### config.mk
export PLATFORM = sky130hd
export DESIGN_NAME = pc_fetch
export DESIGN_NICKNAME = d
export VERILOG_FILES = /design/src/rtl/pc_fetch.sv
export SDC_FILE = /design/constraint.sdc
export NUM_CORES = 1
export LEC_CHECK = 0
export CAP_MARGIN = 30
export CORE_MARGIN = 5
export CORE_UTILIZATION = 50
export DETAILED_ROUTE_END_ITERATION = 6
export DONT_BUFFER_PORTS = 1
export PLACE_DENSITY = 0.68
export SETUP_SLACK_MARGIN = 0.4
export SLEW_MARGIN = 20
export SYNTH_ARGS = -nofsm -noshare
export SYNTH_HDL_FRONTEND = slang
export SYNTH_SLANG_ARGS = --single-unit
export TNS_END_PERCENT = 50
### constraint.sdc
create_clock -name clk_i -period 1.7 [get_ports clk_i]
set_clock_uncertainty 0.05 [all_clocks]
set_input_delay 0.085 -clock clk_i [delete_from_list [all_inputs] [get_ports clk_i]]
set_output_delay 0.085 -clock clk_i [all_outputs]
set_load 0.01 [all_outputs]
### src/rtl/pc_fetch.sv
// Program counter and instruction-fetch sequencer: drives the PC+4 adder, picks redirects,
// runs the imem req/ack handshake and registers fetched words for decode (ack-to-valid 1 cycle).
module pc_fetch #(
  parameter logic [31:0] RESET_PC = 32'h0000_0000
) (
  input  logic        clk_i,
  input  logic        rst_i,
  output logic [31:0] pc_o,
  input  logic [31:0] seq_next_i,
  input  logic        br_taken_i,
  input  logic [31:0] br_target_i,
  input  logic        jmp_i,
  input  logic [31:0] jmp_target_i,
  input  logic        stall_i,
  input  logic        halt_i,
  output logic        imem_req_o,
  output logic [31:0] imem_addr_o,
  input  logic        imem_ack_i,
  input  logic [31:0] imem_rdata_i,
  output logic [31:0] inst_o,
  output logic [31:0] inst_pc_o,
  output logic        inst_valid_o,
  output logic        halted_o,
  output logic        addr_err_o
);

  typedef enum logic [1:0] {
    S_BOOT  = 2'd0,
    S_FETCH = 2'd1,
    S_HALT  = 2'd2
  } state_t;

  state_t      state_q, state_d;
  logic [31:0] pc_q, pc_d;
  logic [31:0] inst_q, inst_d;
  logic [31:0] inst_pc_q, inst_pc_d;
  logic        inst_valid_q, inst_valid_d;
  logic        addr_err_q, addr_err_d;
  logic        pend_vld_q, pend_vld_d;
  logic [31:0] pend_pc_q, pend_pc_d;
  logic        halt_pend_q, halt_pend_d;

  logic        req;
  logic        redir;
  logic [31:0] redir_raw;
  logic [31:0] redir_tgt;
  logic        redir_misaligned;
  logic        halt_seen;

  // jmp outranks br_taken when both arrive together
  assign redir            = jmp_i | br_taken_i;
  assign redir_raw        = jmp_i ? jmp_target_i : br_target_i;
  assign redir_tgt        = {redir_raw[31:2], 2'b00};
  assign redir_misaligned = redir && (redir_raw[1:0] != 2'b00);
  assign halt_seen        = halt_i | halt_pend_q;

  always_comb begin
    state_d      = state_q;
    pc_d         = pc_q;
    inst_d       = inst_q;
    inst_pc_d    = inst_pc_q;
    inst_valid_d = 1'b0;
    addr_err_d   = 1'b0;
    pend_vld_d   = pend_vld_q;
    pend_pc_d    = pend_pc_q;
    halt_pend_d  = halt_pend_q;
    req          = 1'b0;

    case (state_q)
      S_BOOT: begin
        if (redir) begin
          pc_d       = redir_tgt;
          addr_err_d = redir_misaligned;
        end
        state_d = halt_i ? S_HALT : S_FETCH;
      end

      S_FETCH: begin
        req        = !stall_i;
        addr_err_d = redir_misaligned;
        if (req && imem_ack_i) begin
          // a pending redirect means this word belongs to a dead path
          inst_d       = imem_rdata_i;
          inst_pc_d    = pc_q;
          inst_valid_d = !pend_vld_q;
          if (pend_vld_q)  pc_d = pend_pc_q;
          else if (redir)  pc_d = redir_tgt;
          else             pc_d = seq_next_i;
          pend_vld_d = 1'b0;
        end else if (req) begin
          if (redir) begin
            pend_vld_d = 1'b1;
            pend_pc_d  = redir_tgt;
          end
        end else begin
          // nothing in flight: redirects take effect on the pc directly
          if (redir) begin
            pc_d       = redir_tgt;
            pend_vld_d = 1'b0;
          end else if (pend_vld_q) begin
            pc_d       = pend_pc_q;
            pend_vld_d = 1'b0;
          end
        end

        if (halt_seen && !(req && !imem_ack_i)) begin
          state_d     = S_HALT;
          halt_pend_d = 1'b0;
        end else begin
          halt_pend_d = halt_seen;
        end
      end

      S_HALT: begin
        state_d = S_HALT;
      end

      default: begin
        state_d = S_BOOT;
      end
    endcase
  end

  always_ff @(posedge clk_i) begin
    if (rst_i) begin
      state_q      <= S_BOOT;
      pc_q         <= RESET_PC;
      inst_q       <= 32'h0;
      inst_pc_q    <= 32'h0;
      inst_valid_q <= 1'b0;
      addr_err_q   <= 1'b0;
      pend_vld_q   <= 1'b0;
      pend_pc_q    <= 32'h0;
      halt_pend_q  <= 1'b0;
    end else begin
      state_q      <= state_d;
      pc_q         <= pc_d;
      inst_q       <= inst_d;
      inst_pc_q    <= inst_pc_d;
      inst_valid_q <= inst_valid_d;
      addr_err_q   <= addr_err_d;
      pend_vld_q   <= pend_vld_d;
      pend_pc_q    <= pend_pc_d;
      halt_pend_q  <= halt_pend_d;
    end
  end

  assign pc_o         = pc_q;
  assign imem_addr_o  = pc_q;
  assign imem_req_o   = req;
  assign inst_o       = inst_q;
  assign inst_pc_o    = inst_pc_q;
  assign inst_valid_o = inst_valid_q;
  assign addr_err_o   = addr_err_q;
  assign halted_o     = (state_q == S_HALT);

endmodule
==> key figures, run 1 <==
Route
  • Vias post-DR: roughly 5700
  • Vias per cell: approximately 6.3
  • Routed len/inst: ~23 um
  • Routed WL: between 20000 and 25000 um
  • ANT nets after route: 0
  • Residual DRC: 0
  • Drt first pass iters: 5
  • DRT iter0 DRCs: between 500 and 600

Setup path
  • Critical Path AT: 1.98 ns
  • Nature of the critical path startpoint: flip-flop
  • Worst Path Max Fanout: 15
  • Endpoint type of the worst setup path: flip-flop
  • WP data required: a little under 2 ns
  • Critical path class: flip-flop to flip-flop

Synthesis
  • Most common cell in the netlist: nand2_1
  • Mapped Avg Cell Area: ~8.2 um^2
  • Ys Warns: 0
  • Largest cells by area after synthesis: dfxtp_1 (43%), nand2_1 (9.3%), a21oi_1 (8.1%)
  • Synth Area in XOR/XNOR: 0
  • Seq cells post-synth: roughly 130
  • Distinct cell type count after synthesis: 36
  • Asr flop ratio synth: 0
  • Mapped Area: just over 0.006 mm^2
  • Most used DFF post-synth: dfxtp_1
  • Register area share after synthesis: 0.432
  • Post-Synth Adder-Cell Area: 0.00817
  • Post-Syn Instances: around 740
  • Syn Nets: around 900
  • EDFF count, synth: 0
  • Top cell type's share of synthesized area: 0.432
  • Commonest cells in the netlist: nand2_1 (151), dfxtp_1 (132), a21oi_1 (99)
  • Post-synthesis mux area share: 0.108
  • Area fraction in compound gates after synthesis: 0.209
  • Main combinational cell family by area after synthesis: compound AO/OA/AOI/OAI gates
  • Simple-gate share of the synthesized area: 0.147
  • Synth area leader: dfxtp_1

Global routing
  • GR Util met1: 0.310
  • Pin count of the biggest net entering global routing: roughly 130
  • Antenna violations before repair: 0
  • First-pass GRT wire length: 29200 um
  • Most used routing layer in global routing: met2
  • Grt ovf: 0
  • M3 GR Usage: 0.0800
  • GRT Resource Usage Total: 0.257
  • Met2 GRT Util: 0.423
  • Number of global-route vias before repair: ~5400

Floorplanning
  • Die H: ~120 um
  • Row count: 40
  • Core Box Area: ~0.012 mm^2
  • DIE AREA: 0.0146 mm^2
  • DIE WIDTH: approximately 120 um
  • Top Ports: 267
  • Starting Density: 0.510

Power and ir drop
  • Power Total: about 0.009 W
  • VDD IR-drop max: approximately 0.56 mV
  • Pwr Density: ~1100 mW/mm^2
  • Pleak: 2.81 nW

Clocking
  • Clock root buffer: clkbuf_16
  • CTS tree: done
  • Clock sinks: ~130
  • Htree depth: 4
  • CTS max path bufs: 2
  • Clock transition at path regs: ~0.06 ns
  • Num CTS Buffers: 17
  • Clock Latency Late Sink: approximately 0.43 ns

Outcome
  • Failing checks: hold timing, setup timing
  • Outcome: finished, violations left

STA
  • Hold slack: -0.339 ns
  • RSZ-0062 raised after global routing: yes
  • Worst Max-Slew Pin Slew: between 0.4 and 0.5 ns
  • Hold Violations, Final: ~130
  • Max Slew Vio Count: 0
  • Slew headroom: 0.667
  • FMAX: about 0.58 GHz
  • Final worst slack: -0.0248 ns
  • Tmin final: roughly 1.7 ns
  • # setup viols final: 6
  • Final worst-path cycle share: 1.01

Worst hold path
  • Min-Delay Path Class: input port to flip-flop

Finish
  • Layout cells sized above 1: 0.336
  • Footprint of the multi-input gates: 0.00352 mm^2
  • Area Overhead vs Synth: 28.8%
  • Register area: between 0.002 and 0.003 mm^2
  • # diodes: 0
  • Fill cells: 935
  • Fin nets: between 800 and 900
  • Fin util: 0.657

Placed design
  • Final Wtd Congestion: about 0.87
  • Dpl hpwl: between 10000 and 15000 um
  • PortBufs: 0

Flow run
  • Max cap viols: 0
==> timing repair <==
item | in CTS | in global routing
resized for setup | 60 | 107
gates cloned | 9 | 4
buffers inserted | 17 | 4
setup endpoints to repair | 128 | 131
pin swaps | 16 | 40
hold endpoints to repair | 132 | 132
==> worst max-delay path, stage by stage, from the launching register on <==
cell and delay [ns]:
dfxtp_2 0.33, inv_2 0.05, ha_4 0.17, buf_6 0.16, and3b_2 0.26, clkbuf_16 0.19, a211oi_4 0.26, a211oi_2 0.11
==> sequential cells by signal, summed over array words and instances, names as in the netlist, 2 cells and up <==
name and cells:
pend_pc_q 30, state_q 2, inst_o 32, imem_addr_o 32
inst_pc_o 32
==> layout make-up <==
| type | instances | area share |
|---|---|---|
| clock buffer | 17 | 0.0539 |
| clock inverter | 14 | 0.0178 |
| inverter | 24 | 0.0114 |
| multi-input combinational | 495 | 0.446 |
| sequential | 132 | 0.336 |
| tap | 147 | 0.0233 |
| timing repair buffer | 62 | 0.112 |
==> routing by layer <==
metal | routed length, um | vias up | share of wire
met5 | 0 | - | 0
met4 | 672 | 0 | 0.032
met3 | 1910 | 76 | 0.092
met2 | 10100 | 366 | 0.49
met1 | 8040 | 2678 | 0.39
li1 | - | 2530 | -
==> report_power, final <==
group / total (W) / switching, W / internal, W
sequential: 0.00376 / 0.000458 / 0.00330
clock: 0.00353 / 0.00140 / 0.00213
combinational: 0.00167 / 0.000867 / 0.000799
total: 0.00896 / 0.00273 / 0.00623
==> cell usage in the layout (no fill, tap or decap), types with 5 or more instances in the layout <==
cell | synthesis | final
nand2_1 | 151 | 130
dfxtp_1 | 132 | 130
a21oi_1 | 99 | 57
a21oi_2 | 0 | 41
nor2_1 | 39 | 37
mux2_2 | 30 | 30
mux2i_1 | 32 | 30
a211oi_2 | 0 | 25
buf_4 | 34 | 24
inv_1 | 24 | 22
clkbuf_16 | 0 | 21
o21ai_0 | 24 | 19
a22oi_1 | 29 | 17
nand2_4 | 0 | 14
a211oi_1 | 40 | 13
buf_6 | 2 | 13
a22oi_2 | 0 | 12
buf_12 | 0 | 12
a311oi_1 | 10 | 10
nand3_1 | 9 | 9
clkinvlp_4 | 0 | 8
nand2_2 | 0 | 7
o21ai_1 | 2 | 5
buf_16 | 0 | 5
==> path summary, 6_finish.rpt <==
| path | startpoint | slack, ns | end | depth (start not counted) |
|---|---|---|---|---|
| max reg2reg | state_q[1]$_SDFFE_PP0P_ | -0.02 | imem_addr_o[23]$_SDFFE_PP0P_ | 7 |
| min reg2reg | pend_pc_q[31]$_SDFFE_PP0P_ | 0.44 | imem_addr_o[31]$_SDFFE_PP0P_ | 2 |
| max | state_q[1]$_SDFFE_PP0P_ | -0.02 | imem_addr_o[23]$_SDFFE_PP0P_ | 7 |
| min | rst_i | -0.34 | state_q[0]$_SDFFE_PP0P_ | 1 |
==> cells by family after synthesis <==
logic type	after synthesis
multiplexers	62
flip-flops	132
buffers and inverters	117
adder cells (fa/ha/maj)	4
AO/OA/AOI/OAI	210
AND/OR/NAND/NOR	218
==> metrics by stage <==
step / TNS [ns] / setup WS (ns) / std cells / cell area, um^2
3_3_place_gp: 0 / 0.0390 / 826 / 6200
6_report: -0.0496 / -0.0248 / 891 / 7890
3_5_place_dp: -0.393 / -0.0498 / 826 / 6200
5_1_grt: -5.59 / -0.162 / 891 / 7890
2_1_floorplan: 0 / 0.0889 / 743 / 6230
4_1_cts: 0 / 0.0297 / 883 / 7340
No activity file was read; power rests on OpenSTA's default activity.
==> inputs of run 2 (changes only) <==
--- a/config.mk
+++ b/config.mk
@@ -7,10 +7,10 @@
 export LEC_CHECK = 0
 export CAP_MARGIN = 30
 export CORE_MARGIN = 5
-export CORE_UTILIZATION = 50
+export CORE_UTILIZATION = 63
 export DETAILED_ROUTE_END_ITERATION = 6
 export DONT_BUFFER_PORTS = 1
-export PLACE_DENSITY = 0.68
+export PLACE_DENSITY = 0.79
 export SETUP_SLACK_MARGIN = 0.4
 export SLEW_MARGIN = 20
 export SYNTH_ARGS = -nofsm -noshare
==> constraint.sdc (replaced) <==
create_clock -name clk_i -period 1.8 [get_ports clk_i]
set_clock_uncertainty 0.05 [all_clocks]
set_input_delay 0.09 -clock clk_i [delete_from_list [all_inputs] [get_ports clk_i]]
set_output_delay 0.09 -clock clk_i [all_outputs]
set_load 0.01 [all_outputs]
==> run 2 against run 1 <==
Compared with the run above: the run ends with DRC, hold timing, setup timing left; die area decreased by 19%; highest routed layer is now met5; sequential power decreased by 3%; sequential share of layout area decreased by 3.9 points; global-route usage increased by 7.4 points; non-clock buffer count increased by 24.
==> key figures, run 2 (synthesis results as in run 1) <==
Clocking
  • Clock Latency Late Sink: 0.53 ns (+0.10 ns)
  • Num CTS Buffers: 17 (unchanged)
  • Htree depth: 4 (unchanged)
  • Clock transition at path regs: 0.06 ns (about the same)
  • CTS max path bufs: 2 (unchanged)
  • CTS tree: done
  • Clock root buffer: clkbuf_8
  • Clock sinks: 132 (unchanged)

Worst hold path
  • Min-Delay Path Class: input port to flip-flop

Floorplanning
  • Starting Density: 0.635 (+0.125)
  • Row count: 36 (-10%)
  • DIE WIDTH: 109 um (-10%)
  • Core Box Area: 0.00964 mm^2 (-20%)
  • Die H: 109 um (-10%)
  • DIE AREA: 0.0118 mm^2 (-19%)
  • Top Ports: 267 (unchanged)

Route
  • Routed WL: 28000 um (+35%)
  • Drt first pass iters: 7 (+2)
  • DRT iter0 DRCs: 947 (+73%)
  • Residual DRC: 22 (+22)
  • Vias per cell: 7.32 (+15%)
  • Routed len/inst: 31.1 um (+34%)
  • Vias post-DR: 6585 (+17%)
  • ANT nets after route: 0 (unchanged)

Placed design
  • Final Wtd Congestion: 0.908 (+4.4%)
  • Placed cells: 808 (-2.2%)
  • Dpl hpwl: 11900 um (-3.5%)
  • PortBufs: 0 (unchanged)

Finish
  • # diodes: 0 (unchanged)
  • Layout cells sized above 1: 0.455 (+0.119)
  • Commonest non-fill, non-tap cell in the layout: dfxtp_1
  • Final non-filler cell total: 900 (+1.0%)
  • Commonest non-fill, non-tap cells in the layout: dfxtp_1 (128), nand2_1 (75), a21oi_2 (56)
  • Area Overhead vs Synth: 46.2%
  • Fin nets: 894 (+2.6%)

STA
  • Slew headroom: 0.509 (-0.158)
  • Tmin final: 2.06 ns (+0.331 ns)
  • Final worst slack: -0.256 ns (-0.231 ns)
  • RSZ-0062 raised after global routing: yes
  • # setup viols final: 37 (+31)
  • Hold Violations, Final: 132 (unchanged)
  • Hold slack: -0.436 ns (-0.0971 ns)
  • Worst Max-Slew Pin Slew: 0.733 ns (+0.234 ns)
  • Max Slew Vio Count: 0 (unchanged)
  • Final worst-path cycle share: 1.14 (+0.127)
  • FMAX: 0.486 GHz (-16%)
  • Setup TNS: -2.12 ns (-2.07 ns)

Power and ir drop
  • VDD IR-drop max: 0.840 mV (+50%)
  • Power Total: 0.00930 W (+3.8%)
  • Pwr Density: 1040 mW/mm^2 (-8.5%)
  • Pleak: 3.32 nW (+18%)

Setup path
  • CP bufs+invs: 5 (+2)
  • Nature of the critical path startpoint: flip-flop
  • Endpoint type of the worst setup path: flip-flop
  • Crit-path max cell delay: 0.35 ns (+0.02 ns)
  • Worst Path Max Fanout: 7 (-8)
  • Slowest cell on the critical path: dfxtp_2
  • Critical Path AT: 2.43 ns (+0.45 ns)
  • WP data required: 2.17 ns (+0.22 ns)
  • Critical path, cell by cell: inv_4 -> ha_4 -> nor2b_4 -> buf_4 -> buf_6 -> nand2_8 -> buf_6 -> clkbuf_16 -> nand2_2 -> a21oi_2
  • Critical Path Most Common Cell: buf_6
  • Top Family by Delay on Critical Path: buffers and inverters
  • Critical path class: flip-flop to flip-flop

Global routing
  • Antenna violations before repair: 1 (+1)
  • Pin count of the biggest net entering global routing: 133 (unchanged)
  • First-pass GRT wire length: 30100 um (+3.1%)
  • Number of global-route vias before repair: 5558 (+2.2%)
  • GRT Resource Usage Total: 0.331 (+0.0745)
  • Grt ovf: 0 (unchanged)

Outcome
  • Failing checks: DRC, hold timing, setup timing
  • Outcome: finished, violations left

Flow run
  • Max cap viols: 0 (unchanged)
-- run 2: cell count changes in the layout (fill, tap and decap cells not counted), sizes merged --
| cell | change |
|---|---|
| buf | +17 |
| nor2 | -1 |
| bufinv | +2 |
| clkinv | +2 |
| clkbuf | +10 |
| clkinvlp | -6 |
| bufbuf | -1 |
-- run 2: per-layer routing --
| layer | GRT usage | wire length (um) | part of all wire | vias up |
|---|---|---|---|---|
| li1 | - | - | - | 2574 |
| met1 | 0.396 | 9000 | 0.32 | 3082 |
| met2 | 0.556 | 12500 | 0.45 | 689 |
| met3 | 0.0967 | 4260 | 0.15 | 238 |
| met4 | 0.138 | 2230 | 0.080 | 2 |
| met5 | 0 | 13 | 0.00046 | - |
-- run 2: area by class of cell --
cell class	instances	area [um^2]
clock buffers	19	442
flip-flops and latches	132	2650
multi-input cells	494	4010
clock inverters	12	180
repair buffers	86	1410
well taps	133	166
inverters	24	95.1
fillers	322	688
-- run 2: repair_timing --
action / in CTS / in global routing
setup buffers: 20 / 13
hold endpoints to repair: 132 / 132
endpoints found under the setup margin: 130 / 131
pin swaps: 5 / 127
cloned: 13 / 15
resized for setup: 52 / 277
-- run 2: final timing paths --
kind	start	endpoint	slack (ns)	cells after the start
max	state_q[1]$_SDFFE_PP0P_	inst_pc_o[4]$_SDFFE_PP0P_	-0.26	10
min	rst_i	inst_o[9]$_SDFFE_PP0P_	-0.44	1
max reg2reg	state_q[1]$_SDFFE_PP0P_	inst_pc_o[4]$_SDFFE_PP0P_	-0.26	10
min reg2reg	inst_o[12]$_SDFFE_PP0P_	inst_o[12]$_SDFFE_PP0P_	0.45	2
-- run 2: where the power goes --
part | switching (W) | leakage, nW | internal, W
registers | 0.000504 | 1.07 | 0.00312
clock network | 0.00138 | 0.300 | 0.00232
logic | 0.00105 | 1.95 | 0.000928
total | 0.00293 | 3.32 | 0.00637
-- run 2: worst reg2reg max path: stages, from the launching register on --
cell and delay [ns]:
dfxtp_2 0.35, inv_4 0.05, ha_4 0.17, nor2b_4 0.14
buf_4 0.13, buf_6 0.13, nand2_8 0.14, buf_6 0.14
clkbuf_16 0.19, nand2_2 0.14, a21oi_2 0.32
-- run 2: metrics by stage --
| step | cell area, um^2 | hold slack (ns) | setup WS, ns | utilization |
|---|---|---|---|---|
| final | 8950 | -0.436 | -0.256 | 0.929 |
| after global routing | 8950 | -0.446 | -0.235 | 0.929 |
| after CTS | 7490 | -0.430 | 0.0897 | 0.777 |
| after detailed placement | 6130 | 0.121 | -0.122 | 0.636 |
| after global placement | 6130 | 0.119 | 0.149 | 0.636 |
| after floorplan | 6230 | 0.158 | 0.189 | - |
==> inputs of run 3 (changes only) <==
--- a/config.mk
+++ b/config.mk
@@ -6,11 +6,12 @@
 export NUM_CORES = 1
 export LEC_CHECK = 0
 export CAP_MARGIN = 30
-export CORE_MARGIN = 5
-export CORE_UTILIZATION = 63
+export CORE_AREA = 2 2 102 104
 export DETAILED_ROUTE_END_ITERATION = 6
+export DIE_AREA = 0 0 104 106
 export DONT_BUFFER_PORTS = 1
-export PLACE_DENSITY = 0.79
+export PLACE_DENSITY = 0.78
+export RECOVER_POWER = 100
 export SETUP_SLACK_MARGIN = 0.4
 export SLEW_MARGIN = 20
 export SYNTH_ARGS = -nofsm -noshare
==> run 3 against run 2 <==
Compared with the run above: critical path depth is 5 lower; the flow finishes with violations (hold timing, setup timing); critical path type unchanged; non-clock buffer count is 25 lower; die area is 6.5% lower.
==> key figures, run 3 (synthesis results as in run 1) <==
Route
  • Residual DRC: 0 (-100%)
  • DRT iter0 DRCs: 750 (-21%)
  • Vias per cell: 6.89 (-5.9%)
  • ANT nets after route: 0 (unchanged)
  • Highest metal used: met4
  • Met2 wire length: 11400 um (-8.4%)
  • Routed WL: 23800 um (-15%)
  • Vias post-DR: 6061 (-8.0%)
  • Drt first pass iters: 6 (-1)
  • Metal3 WL: 2670 um (-37%)
  • Routed len/inst: 27.0 um (-13%)
  • Met1 wire length: 8490 um (-5.6%)

Placed design
  • Dpl hpwl: 11600 um (-2.6%)
  • PortBufs: 0 (unchanged)
  • Final Wtd Congestion: 0.918 (+1.1%)

Setup path
  • Endpoint type of the worst setup path: flip-flop
  • Nature of the critical path startpoint: flip-flop
  • Slowest cell on the critical path: or3_1
  • Critical Path AT: 2.21 ns (-0.22 ns)
  • Worst Path Max Fanout: 20 (+13)
  • CP bufs+invs: 1 (-4)
  • Critical path, cell by cell: or3_1 -> buf_6 -> o21ai_0 -> a22oi_2 -> a211oi_1
  • R2R Setup Slk: -0.03 ns (+0.22 ns)
  • WP data required: 2.17 ns (about the same)
  • Crit-path max cell delay: 0.40 ns (+0.05 ns)
  • Top Family by Delay on Critical Path: compound AO/OA/AOI/OAI gates
  • Critical path class: flip-flop to flip-flop

Outcome
  • Outcome: finished, violations left
  • Failing checks: hold timing, setup timing

Finish
  • Fin util: 0.851 (-0.0774)
  • Commonest non-fill, non-tap cells in the layout: dfxtp_1 (129), nand2_1 (85), nand2_4 (61), a21oi_2 (61)
  • Layout cells sized above 1: 0.436 (-0.0189)
  • Area Overhead vs Synth: 39.0%
  • Commonest non-fill, non-tap cell in the layout: dfxtp_1
  • Fin nets: 869 (-2.8%)

STA
  • Tmin final: 1.83 ns (-0.222 ns)
  • Worst Max-Slew Pin Slew: 0.598 ns (-0.136 ns)
  • Max Slew Vio Count: 0 (unchanged)
  • Final worst-path cycle share: 1.02 (-0.123)
  • # setup viols final: 4 (-89%)
  • FMAX: 0.545 GHz (+12%)
  • Hold slack: -0.437 ns (-0.00133 ns)
  • Hold Violations, Final: 132 (unchanged)
  • Final worst slack: -0.0334 ns (+0.222 ns)
  • Slew headroom: 0.601 (+0.0916)
  • RSZ-0062 raised after global routing: yes

Power and ir drop
  • Power Total: 0.00902 W (-3.0%)
  • VDD IR-drop max: 0.801 mV (-4.5%)
  • Pleak: 3.41 nW (+2.5%)
  • Pwr Density: 1060 mW/mm^2 (+2.0%)

Global routing
  • Number of global-route vias before repair: 5472 (-1.5%)
  • Pin count of the biggest net entering global routing: 133 (unchanged)
  • Antenna violations before repair: 0 (-1)
  • Grt ovf: 0 (unchanged)
  • GRT Resource Usage Total: 0.352 (+0.0210)
  • First-pass GRT wire length: 30300 um (+0.71%)

Clocking
  • Htree depth: 4 (unchanged)
  • Clock transition at path regs: 0.06 ns (about the same)
  • Num CTS Buffers: 17 (unchanged)
  • Clock root buffer: clkbuf_8
  • Clock sinks: 132 (unchanged)
  • Clock Latency Late Sink: 0.53 ns (about the same)
  • CTS max path bufs: 2 (unchanged)
  • CTS tree: done

Floorplanning
  • Die H: 106 um (-2.4%)
  • Core Box Area: 0.0100 mm^2 (+3.7%)
  • Starting Density: 0.612 (-0.0229)
  • Top Ports: 267 (unchanged)
  • DIE WIDTH: 104 um (-4.2%)
  • DIE AREA: 0.0110 mm^2 (-6.5%)
  • Row count: 37 (+2.8%)

Worst hold path
  • Min-Delay Path Class: input port to flip-flop

Flow run
  • Max cap viols: 0 (unchanged)
run 3: changes by cell type in the layout (fill, tap and decap cells not counted), sizes merged:
cell,before,now
buf,74,54
clkbuf,31,27
clkinv,6,3
clkinvlp,2,4
diode,0,1
inv,24,25
run 3: per-layer routing:
layer  track usage  vias up
li1              -     2525
met1         0.388     2945
met2         0.578      473
met3         0.158      118
met4         0.177        0
met5             0        -
run 3: where the power goes:
group	switching [W]	internal [W]
Sequential	0.000505	0.00312
Clock	0.00135	0.00233
Combinational	0.000934	0.000786
Total	0.00279	0.00623
run 3: what timing repair did:
action                                  4_1_cts  5_1_grt
setup buffers                                 9        7
gates cloned                                 11        7
endpoints found under the setup margin      130      131
pin swaps                                    10      138
endpoints found under the hold margin       132      132
gates resized for setup                      49      257
run 3: area by class of cell:
cell class | instances | area, um^2
multi-input combinational | 494 | 4010
sequential | 132 | 2650
timing repair buffer | 61 | 965
tap | 136 | 170
fill | 490 | 1490
antenna | 1 | 2.50
inverter | 24 | 92.6
clock inverter | 12 | 178
clock buffer | 20 | 445
run 3: path summary, 6_finish.rpt:
check | from | endpoint | depth (start not counted)
setup / recovery | pend_vld_q$_SDFFE_PP0P_ | imem_addr_o[29]$_SDFFE_PP0P_ | 5
hold reg to reg | inst_o[9]$_SDFFE_PP0P_ | inst_o[9]$_SDFFE_PP0P_ | 2
setup reg to reg | pend_vld_q$_SDFFE_PP0P_ | imem_addr_o[29]$_SDFFE_PP0P_ | 5
hold / removal | rst_i | state_q[0]$_SDFFE_PP0P_ | 1
run 3: worst register-to-register path: stages (launching register included):
cell and delay [ns]:
dfxtp_2 0.37, or3_1 0.40, buf_6 0.19, o21ai_0 0.30, a22oi_2 0.13, a211oi_1 0.29
run 3: stage by stage:
stage | instance area (um^2) | TNS, ns | setup WS, ns | instances
after floorplan | 6230 | 0 | 0.189 | 743
after global placement | 6120 | 0 | 0.149 | 813
after detailed placement | 6120 | 0 | 0.0537 | 813
after CTS | 7290 | 0 | 0.118 | 865
after global routing | 8510 | -0.797 | -0.0727 | 879
final | 8510 | -0.0555 | -0.0334 | 880
